$ cat src/rtl/sc_failmonitor_multi.sv
// N-channel comparator fail monitor: per-channel debounce, latched flags, popcount and total-fail FSM.
// Optional macro SC_FAILMONITOR_FIRSTFAIL_EN adds first-failed-channel capture outputs.
module sc_failmonitor_multi #(
  parameter int NUM_CH    = 4,
  parameter int IDX_W     = 2,
  parameter int DEBOUNCE  = 3,
  parameter int THRESHOLD = 2
) (
  input  logic              SC_FAILMONITOR_CLOCK_50,
  input  logic              SC_FAILMONITOR_RESET_InLow,
  input  logic [NUM_CH-1:0] SC_FAILMONITOR_Comparador_CFAIL_InLow,
  input  logic              SC_FAILMONITOR_startButton_InLow,
  output logic [NUM_CH-1:0] SC_FAILMONITOR_FAIL_Out,
  output logic [IDX_W:0]    SC_FAILMONITOR_FAILCOUNT_Out,
  output logic              SC_FAILMONITOR_TOTAL_FAIL_Out,
  output logic              SC_FAILMONITOR_ARMED_Out
`ifdef SC_FAILMONITOR_FIRSTFAIL_EN
  ,
  output logic [IDX_W-1:0]  SC_FAILMONITOR_FIRSTFAIL_Out,
  output logic              SC_FAILMONITOR_FIRSTVALID_Out
`endif
);

  localparam int CNT_W = (DEBOUNCE > 2) ? $clog2(DEBOUNCE) : 1;
  localparam logic [CNT_W-1:0] DB_LAST = CNT_W'(DEBOUNCE - 1);
  localparam logic [IDX_W:0]   THR     = (IDX_W + 1)'(THRESHOLD);

  typedef enum logic [2:0] {
    RESET_0 = 3'd0,
    START_0 = 3'd1,
    CHECK_0 = 3'd2,
    FAULT_0 = 3'd3,
    INIT_0  = 3'd4,
    CHECK_1 = 3'd5,
    TOTAL_0 = 3'd6
  } state_t;

  state_t            r_state, w_state_next;
  logic [CNT_W-1:0]  r_db [NUM_CH];
  logic [NUM_CH-1:0] r_fail, w_run, w_qual, w_fail_next;
  logic [IDX_W:0]    r_count, w_count_next;
  logic              w_monitor, w_start;

  always_comb begin
    w_monitor = (r_state == CHECK_0) || (r_state == FAULT_0);
    w_start   = !SC_FAILMONITOR_startButton_InLow;
    w_run     = '0;
    w_qual    = '0;
    // A press on the qualifying edge wins: counters stop and the qualification is dropped.
    for (int unsigned i = 0; i < NUM_CH; i++) begin
      w_run[i]  = w_monitor && !w_start && !r_fail[i] && !SC_FAILMONITOR_Comparador_CFAIL_InLow[i];
      w_qual[i] = w_run[i] && (r_db[i] == DB_LAST);
    end
    w_fail_next  = r_fail | w_qual;
    w_count_next = '0;
    for (int unsigned i = 0; i < NUM_CH; i++)
      w_count_next = w_count_next + (IDX_W + 1)'(w_fail_next[i]);

    w_state_next = r_state;
    case (r_state)
      RESET_0: w_state_next = START_0;
      START_0: w_state_next = CHECK_0;
      CHECK_0, FAULT_0: begin
        if (w_start)                   w_state_next = INIT_0;
        else if (w_count_next >= THR)  w_state_next = TOTAL_0;
        else if (w_count_next != '0)   w_state_next = FAULT_0;
        else                           w_state_next = CHECK_0;
      end
      INIT_0:  w_state_next = CHECK_1;
      CHECK_1: w_state_next = w_start ? CHECK_1 : CHECK_0;
      TOTAL_0: w_state_next = TOTAL_0;
      default: w_state_next = RESET_0;
    endcase
  end

  always_ff @(posedge SC_FAILMONITOR_CLOCK_50 or negedge SC_FAILMONITOR_RESET_InLow) begin
    if (!SC_FAILMONITOR_RESET_InLow) begin
      r_state <= RESET_0;
      r_fail  <= '0;
      r_count <= '0;
      for (int unsigned i = 0; i < NUM_CH; i++) r_db[i] <= '0;
    end else begin
      r_state <= w_state_next;
      if (r_state == INIT_0) begin
        r_fail  <= '0;
        r_count <= '0;
      end else if (w_monitor) begin
        r_fail  <= w_fail_next;
        r_count <= w_count_next;
      end
      for (int unsigned i = 0; i < NUM_CH; i++)
        r_db[i] <= (w_run[i] && !w_qual[i]) ? r_db[i] + 1'b1 : '0;
    end
  end

  assign SC_FAILMONITOR_FAIL_Out       = r_fail;
  assign SC_FAILMONITOR_FAILCOUNT_Out  = r_count;
  assign SC_FAILMONITOR_TOTAL_FAIL_Out = (r_state == TOTAL_0);
  assign SC_FAILMONITOR_ARMED_Out      = (r_state == CHECK_0) || (r_state == FAULT_0);

`ifdef SC_FAILMONITOR_FIRSTFAIL_EN
  logic [IDX_W-1:0] r_first_idx, w_low_idx;
  logic             r_first_valid, w_found;

  always_comb begin
    w_low_idx = '0;
    w_found   = 1'b0;
    for (int unsigned i = 0; i < NUM_CH; i++) begin
      if (w_qual[i] && !w_found) begin
        w_low_idx = IDX_W'(i);
        w_found   = 1'b1;
      end
    end
  end

  always_ff @(posedge SC_FAILMONITOR_CLOCK_50 or negedge SC_FAILMONITOR_RESET_InLow) begin
    if (!SC_FAILMONITOR_RESET_InLow) begin
      r_first_idx   <= '0;
      r_first_valid <= 1'b0;
    end else if (r_state == INIT_0) begin
      r_first_idx   <= '0;
      r_first_valid <= 1'b0;
    end else if (!r_first_valid && w_found) begin
      r_first_idx   <= w_low_idx;
      r_first_valid <= 1'b1;
    end
  end

  assign SC_FAILMONITOR_FIRSTFAIL_Out  = r_first_idx;
  assign SC_FAILMONITOR_FIRSTVALID_Out = r_first_valid;
`endif

endmodule

$ cat config.mk
export PLATFORM = sky130hd
export DESIGN_NAME = sc_failmonitor_multi
export DESIGN_NICKNAME = d
export VERILOG_FILES = /design/src/rtl/sc_failmonitor_multi.sv
export SDC_FILE = /design/constraint.sdc
export NUM_CORES = 1
export LEC_CHECK = 0
export CORE_ASPECT_RATIO = 1.1
export CORE_MARGIN = 2
export CORE_UTILIZATION = 50
export CTS_CLUSTER_DIAMETER = 30
export DETAILED_ROUTE_END_ITERATION = 10
export PLACE_DENSITY_LB_ADDON = 0.3
export SLEW_MARGIN = 10
export SYNTH_ARGS = -nofsm -noshare
export SYNTH_HDL_FRONTEND = slang
export SYNTH_SLANG_ARGS = --single-unit
$ cat constraint.sdc
create_clock -name SC_FAILMONITOR_CLOCK_50 -period 4.2 [get_ports SC_FAILMONITOR_CLOCK_50]
set_clock_uncertainty 0.1 [all_clocks]
set_input_delay 0.84 -clock SC_FAILMONITOR_CLOCK_50 [delete_from_list [all_inputs] [get_ports SC_FAILMONITOR_CLOCK_50]]
set_output_delay 0.84 -clock SC_FAILMONITOR_CLOCK_50 [all_outputs]
set_load 0.005 [all_outputs]
==> impl_metrics.yaml, run 1 <==
floorplan:
  dieWidth_um: 44.39
  die-area_mm2: 0.002149
  design.core.area_mm2: 0.001742
  start_util_pct: 51.51
  die_h_um: 48.43
  io_pins: 16
  rows: 16
cts:
  cts_tree: "built"
  cts_resized: 0
  cts.sinks: 18
  root_buffer: "clkbuf_4"
  clockBufferDepth: 2
  clk_pin_slew_ns: 0.10
  post_cts_buffers: 0
  cts.htree.levels: 1
  worstSkewPairLatency_ns: 0.29
  cts_hold_buf: 0
  cts-buffers-inserted: 3
finish:
  drive_gt1_share_pct: 6.667
  nets: 121
  stdcell_area_mm2: 0.001099
  final_util_pct: 63.07
  fill_cells: 141
  n_antenna_cell: 0
  finalNonFillerCells: 123
  syn_to_final_growth_pct: 22.45
  layout_commonest_cell: "dfrtp_1"
  layout_common_cells: "dfrtp_1, clkdlybuf4s50_1, nor2_1, inv_1, ha_1"
routing:
  drc: 0
  wl_per_cell_um: 12.33
  antenna_left: 0
  wl_um: 1516
  dr.pass1.iters: 4
  drt_iter0_markers: 10
  vias: 685
  vias_per_cell: 5.569
yosys:
  async_reset_ff_share_pct: 100.0
  syn_area_um2: 897.1
  syn_nets: 102
  synthDistinctLibCells: 21
  synth_seq_cells: 18
  ys_seq_area_share_pct: 50.21
  synthFlopType: "dfrtp_1"
  synthesis.yosys.warnings: 0
  synth_edf_count: 0
  syn_area_per_cell_um2: 10.31
  syn_inst: 87
placement:
  io_buffer_count: 15
  gp_congestion: 0.6933
  post-place-ws_ns: 0.7421
  post_dp_cell_area_mm2: 0.001062
  dp_hpwl_um: 1164
  dp.cells: 119
sta:
  rsz0062_at_grt: "false"
  hold_ws_ns: 0.3299
  finalMaxSlewViolations: 0
  setup-violations-final: 0
  worst_slack_ns: 1.008
  tightest_slew_ns: 0.7949
  timing.setup.tns_ns: 0
  hold_viol_final: 0
  relSlewSlack_pct: 46.84
  clock.fmax_mhz: 313.3
  fin_crit_sh_pct: 76.00
  period_minus_slack_ns: 3.192
worst_setup_path:
  cpPeakStageDelay_ns: 0.59
  cp-start-kind: "input pin"
  crit_arrival_ns: 3.30
  path_delay_family: "adder cells"
  worstPathMaxFanout: 10
  critPathBufInv: 2
  setup.worst_path.class: "in2reg"
  cpMaxStageDelayCell: "clkdlybuf4s50_1"
  crit_path_cell_trace: "clkdlybuf4s50_1 -> nand3b_4 -> nor3b_1 -> nor2_1 -> fa_1 -> inv_1 -> ha_1 -> ha_1 -> nor2_1 -> a21oi_1 -> o21ai_0"
  endpoint_kind: "register"
  required_ns: 4.31
worst_hold_path:
  hold_class: "reg2reg"
power:
  p_total_mw: 0.5252
  pwr-share-seq_pct: 47.1
  power.density_mw_per_mm2: 478.1
  p_switching_mw: 0.1724
  ir_drop_uv: 312.5
  power_frac_comb_pct: 32.8
  p_leak_nw: 0.5403
  pwr-share-clk_pct: 20.0
  internal-power_mw: 0.3528
  switching_share_pct: 32.83
status:
  status: "finished clean"
global_routing:
  track_usage_pct: 16.77
  grt_max_degree: 19
  grt_pass1_wl_um: 2760
  overflow: 0
  antenna_found_initial: 0
  grt_pass1_vias: 679
run:
  maxCapViolCount: 0
[synthesized netlist by cell type, types with 2 or more instances]
library cell | instances | area [um2]
nand2_1 | 2 | 7.510
nor2_1 | 13 | 48.80
inv_1 | 11 | 41.29
or4_1 | 2 | 15.01
o22ai_1 | 3 | 18.77
dfrtp_1 | 18 | 450.4
a22o_1 | 3 | 26.28
a21oi_1 | 6 | 30.03
or2_2 | 2 | 12.51
nor4_1 | 4 | 25.02
o21ai_0 | 4 | 20.02
ha_1 | 7 | 87.58
nand2b_1 | 3 | 18.77
a21o_1 | 2 | 15.01
[cell type report]
| class | count | area (um2) | share of cell area (%) |
|---|---|---|---|
| tap | 18 | 22.52 | 2.050 |
| multi-input combinational | 57 | 397.9 | 36.22 |
| sequential | 18 | 450.4 | 41.00 |
| inverter | 11 | 41.29 | 3.759 |
| timing repair buffer | 15 | 150.1 | 13.67 |
| clock buffer | 4 | 36.28 | 3.303 |
[state kept, by name, summed over array words and instances, names as in the netlist]
name and flops:
r_db 8, r_state 3, SC_FAILMONITOR_FAIL_Out 4, SC_FAILMONITOR_FAILCOUNT_Out 3
[cell families (layout without fill, tap and decap cells)]
group	after synthesis	count (layout)	synth area share (%)
AOI/OAI and AO/OA	21	21	15.06
and+or+nand+nor	28	28	17.29
DFF	18	18	50.21
adders and majority gates	8	8	11.99
buffers and inverters	12	30	5.440
[worst register-to-register path: cells and delay by family, from the launching register on]
kind                     cells  cell delay (ns)
AO/OA/AOI/OAI                2             0.23
adder cells (fa/ha/maj)      3             0.89
buffers and inverters        1             0.04
flip-flops                   1             0.56
AND/OR/NAND/NOR              4             0.71
[path summary, 6_finish.rpt]
check / startpoint / endpoint / slack (ns) / cells after the start
min: r_db[4] / r_db[4] / 0.33 / 1
max: SC_FAILMONITOR_startButton_InLow / r_state[2] / 1.01 / 11
max reg2reg: r_state[1] / r_state[2] / 1.58 / 10
min reg2reg: r_db[4] / r_db[4] / 0.33 / 1
min in group asynchronous: SC_FAILMONITOR_RESET_InLow / SC_FAILMONITOR_FAIL_Out[1] / 0.90 / 1
max in group asynchronous: SC_FAILMONITOR_RESET_InLow / r_db[7] / 2.61 / 1
[layer usage]
| layer | global-route usage [%] | wire length (um) |
|---|---|---|
| met1 | 22.25 | 723 |
| met3 | 3.358 | 57 |
| met5 | 0 | 0 |
| met4 | 6.061 | 0 |
| met2 | 26.72 | 734 |
[power by group through the flow]
stage / Sequential [mW] / Combinational [mW] / Clock (mW)
after global routing: 0.254 / 0.199 / 0.113
final: 0.247 / 0.173 / 0.105
after floorplan: 0.233 / 0.122 / 0
after CTS: 0.247 / 0.174 / 0.108
after detailed placement: 0.250 / 0.173 / 0
after global placement: 0.248 / 0.170 / 0
(Power assumes the default switching activity.)
==> inputs of run 2 (changes only) <==
Settings changed: CORE_UTILIZATION 50 to 45.
Clock period 4.2 ns to 2.9 ns, I/O delays scaled along.
==> run 2 against run 1 <==
Final cell count grew 14%. Combinational power grew 59%. Global-route usage grew 1.4 points. Sequential share of layout area shrank 2.7 points. Critical path type unchanged.
==> impl_metrics.yaml, run 2 (synthesis gave the netlist of run 1 again) <==
status:
  status: "finished clean"
finish:
  regArea_um2: 450.4
  regMostFlops: "r_db"
  multi_input_area_um2: 402.9
  nets: 129
  largest_reg_flops: 8
  n_antenna_cell: 0
  drive_gt1_share_pct: 14.16
  syn_to_final_growth_pct: 30.96
  layout_common_cells: "dfrtp_1, clkdlybuf4s50_1, nor2_1, inv_1, buf_4"
  final_util_pct: 64.49
  fill_cells: 154
  layout_commonest_cell: "dfrtp_1"
cts:
  clk_pin_slew_ns: 0.10
  post_cts_buffers: 0
  cts.sinks: 18
  cts.htree.levels: 1
  root_buffer: "clkbuf_4"
  worstSkewPairLatency_ns: 0.29
  cts-buffers-inserted: 3
  cts_tree: "built"
  clockBufferDepth: 2
floorplan:
  dieWidth_um: 46.57
  design.core.area_mm2: 0.001822
  rows: 16
  start_util_pct: 49.24
  die-area_mm2: 0.002367
  die_h_um: 50.83
  io_pins: 16
power:
  ir_drop_uv: 553.6
  power.density_mw_per_mm2: 672.2
  p_leak_nw: 0.5811
worst_setup_path:
  required_ns: 2.99
  worstPathMaxFanout: 5
  cp-start-kind: "input pin"
  endpoint_kind: "register"
  crit_arrival_ns: 2.81
  setup.worst_path.class: "in2reg"
global_routing:
  grt_pass1_wl_um: 3056
  antenna_found_initial: 0
  track_usage_pct: 18.13
  grt_max_degree: 19
  grt_pass1_vias: 749
  overflow: 0
sta:
  finalMaxSlewViolations: 0
  hold_viol_final: 0
  period_minus_slack_ns: 2.719
  clock.fmax_mhz: 367.8
  setup-violations-final: 0
  relSlewSlack_pct: 45.43
  rsz0062_at_grt: "false"
  fin_crit_sh_pct: 93.74
  tightest_slew_ns: 0.8159
  hold_ws_ns: 0.3343
routing:
  wl_met1_um: 839
  vias_per_cell: 5.036
  antenna_left: 0
  top_layer_used: "met4"
  wl_per_cell_um: 12.71
  wl_um: 1780
  met3WireLength_um: 51
  drt_iter0_markers: 10
  drc: 0
  vias: 705
  dr.pass1.iters: 4
  wl_met2_um: 851
placement:
  io_buffer_count: 15
  dp_hpwl_um: 1342
  gp_congestion: 0.7309
run:
  maxCapViolCount: 0
worst_hold_path:
  hold_class: "reg2reg"
[run 2: changes by cell type in the layout (fill, tap and decap cells not counted)]
cell,before,now
nor3b_1,1,0
nor3b_2,0,1
buf_4,0,8
[run 2: critical path, stage by stage]
cell	delay, ns
clkdlybuf4s50_1	0.52
nand3b_4	0.12
nor2_1	0.15
a21oi_1	0.13
fa_1	0.55
inv_1	0.04
ha_1	0.20
ha_1	0.20
buf_4	0.13
o22ai_1	0.12
nor2_1	0.07
[run 2: area by class of cell]
type                       count  area share [%]
tap                           27           2.875
timing repair buffer          23           17.89
clock buffer                   4           3.088
inverter                      11           3.514
sequential                    18           38.34
multi-input combinational     57           34.29
[run 2: final timing paths]
kind	startpoint	end	slack (ns)	cells after the start
setup reg to reg	r_state[1]	SC_FAILMONITOR_FAILCOUNT_Out[2]	0.40	10
max in group asynchronous	SC_FAILMONITOR_RESET_InLow	SC_FAILMONITOR_FAIL_Out[2]	1.55	1
min in group asynchronous	SC_FAILMONITOR_RESET_InLow	r_db[7]	0.65	1
hold / removal	r_db[4]	r_db[4]	0.33	1
setup / recovery	SC_FAILMONITOR_startButton_InLow	SC_FAILMONITOR_FAILCOUNT_Out[2]	0.18	11
hold reg to reg	r_db[4]	r_db[4]	0.33	1
[run 2: power by group]
part	switching (mW)	internal (mW)	leakage [nW]
combinational	0.126	0.149	0.319
clock	0.0789	0.0766	0.0210
sequential	0.0587	0.300	0.242
total	0.264	0.526	0.581
[run 2: layer usage]
layer | GRT usage [%] | vias up
li1 | - | 355
met1 | 21.09 | 334
met2 | 30.32 | 12
met3 | 3.180 | 4
met4 | 10.00 | 0
met5 | 0 | -
[run 2: what timing repair did]
item | 4_1_cts | 5_1_grt
endpoints found under the hold margin | 0 | 0
resized for setup | 0 | 1
setup endpoints to repair | 0 | 4
hold buffers | 0 | 0
[run 2: stage by stage]
stage | std cells | power, mW | TNS [ns] | cell area (um2) | setup slack [ns]
detailed placement | 136 | 0.6368 | -0.6985 | 1134 | -0.1778
floorplan | 87 | 0.5135 | 0 | 897.1 | 0.5123
global route | 140 | 0.8463 | 0 | 1175 | 0.008437
global placement | 136 | 0.6268 | -0.3156 | 1134 | -0.1100
finish | 140 | 0.7897 | 0 | 1175 | 0.1815
CTS | 140 | 0.7969 | 0 | 1170 | 0.1308
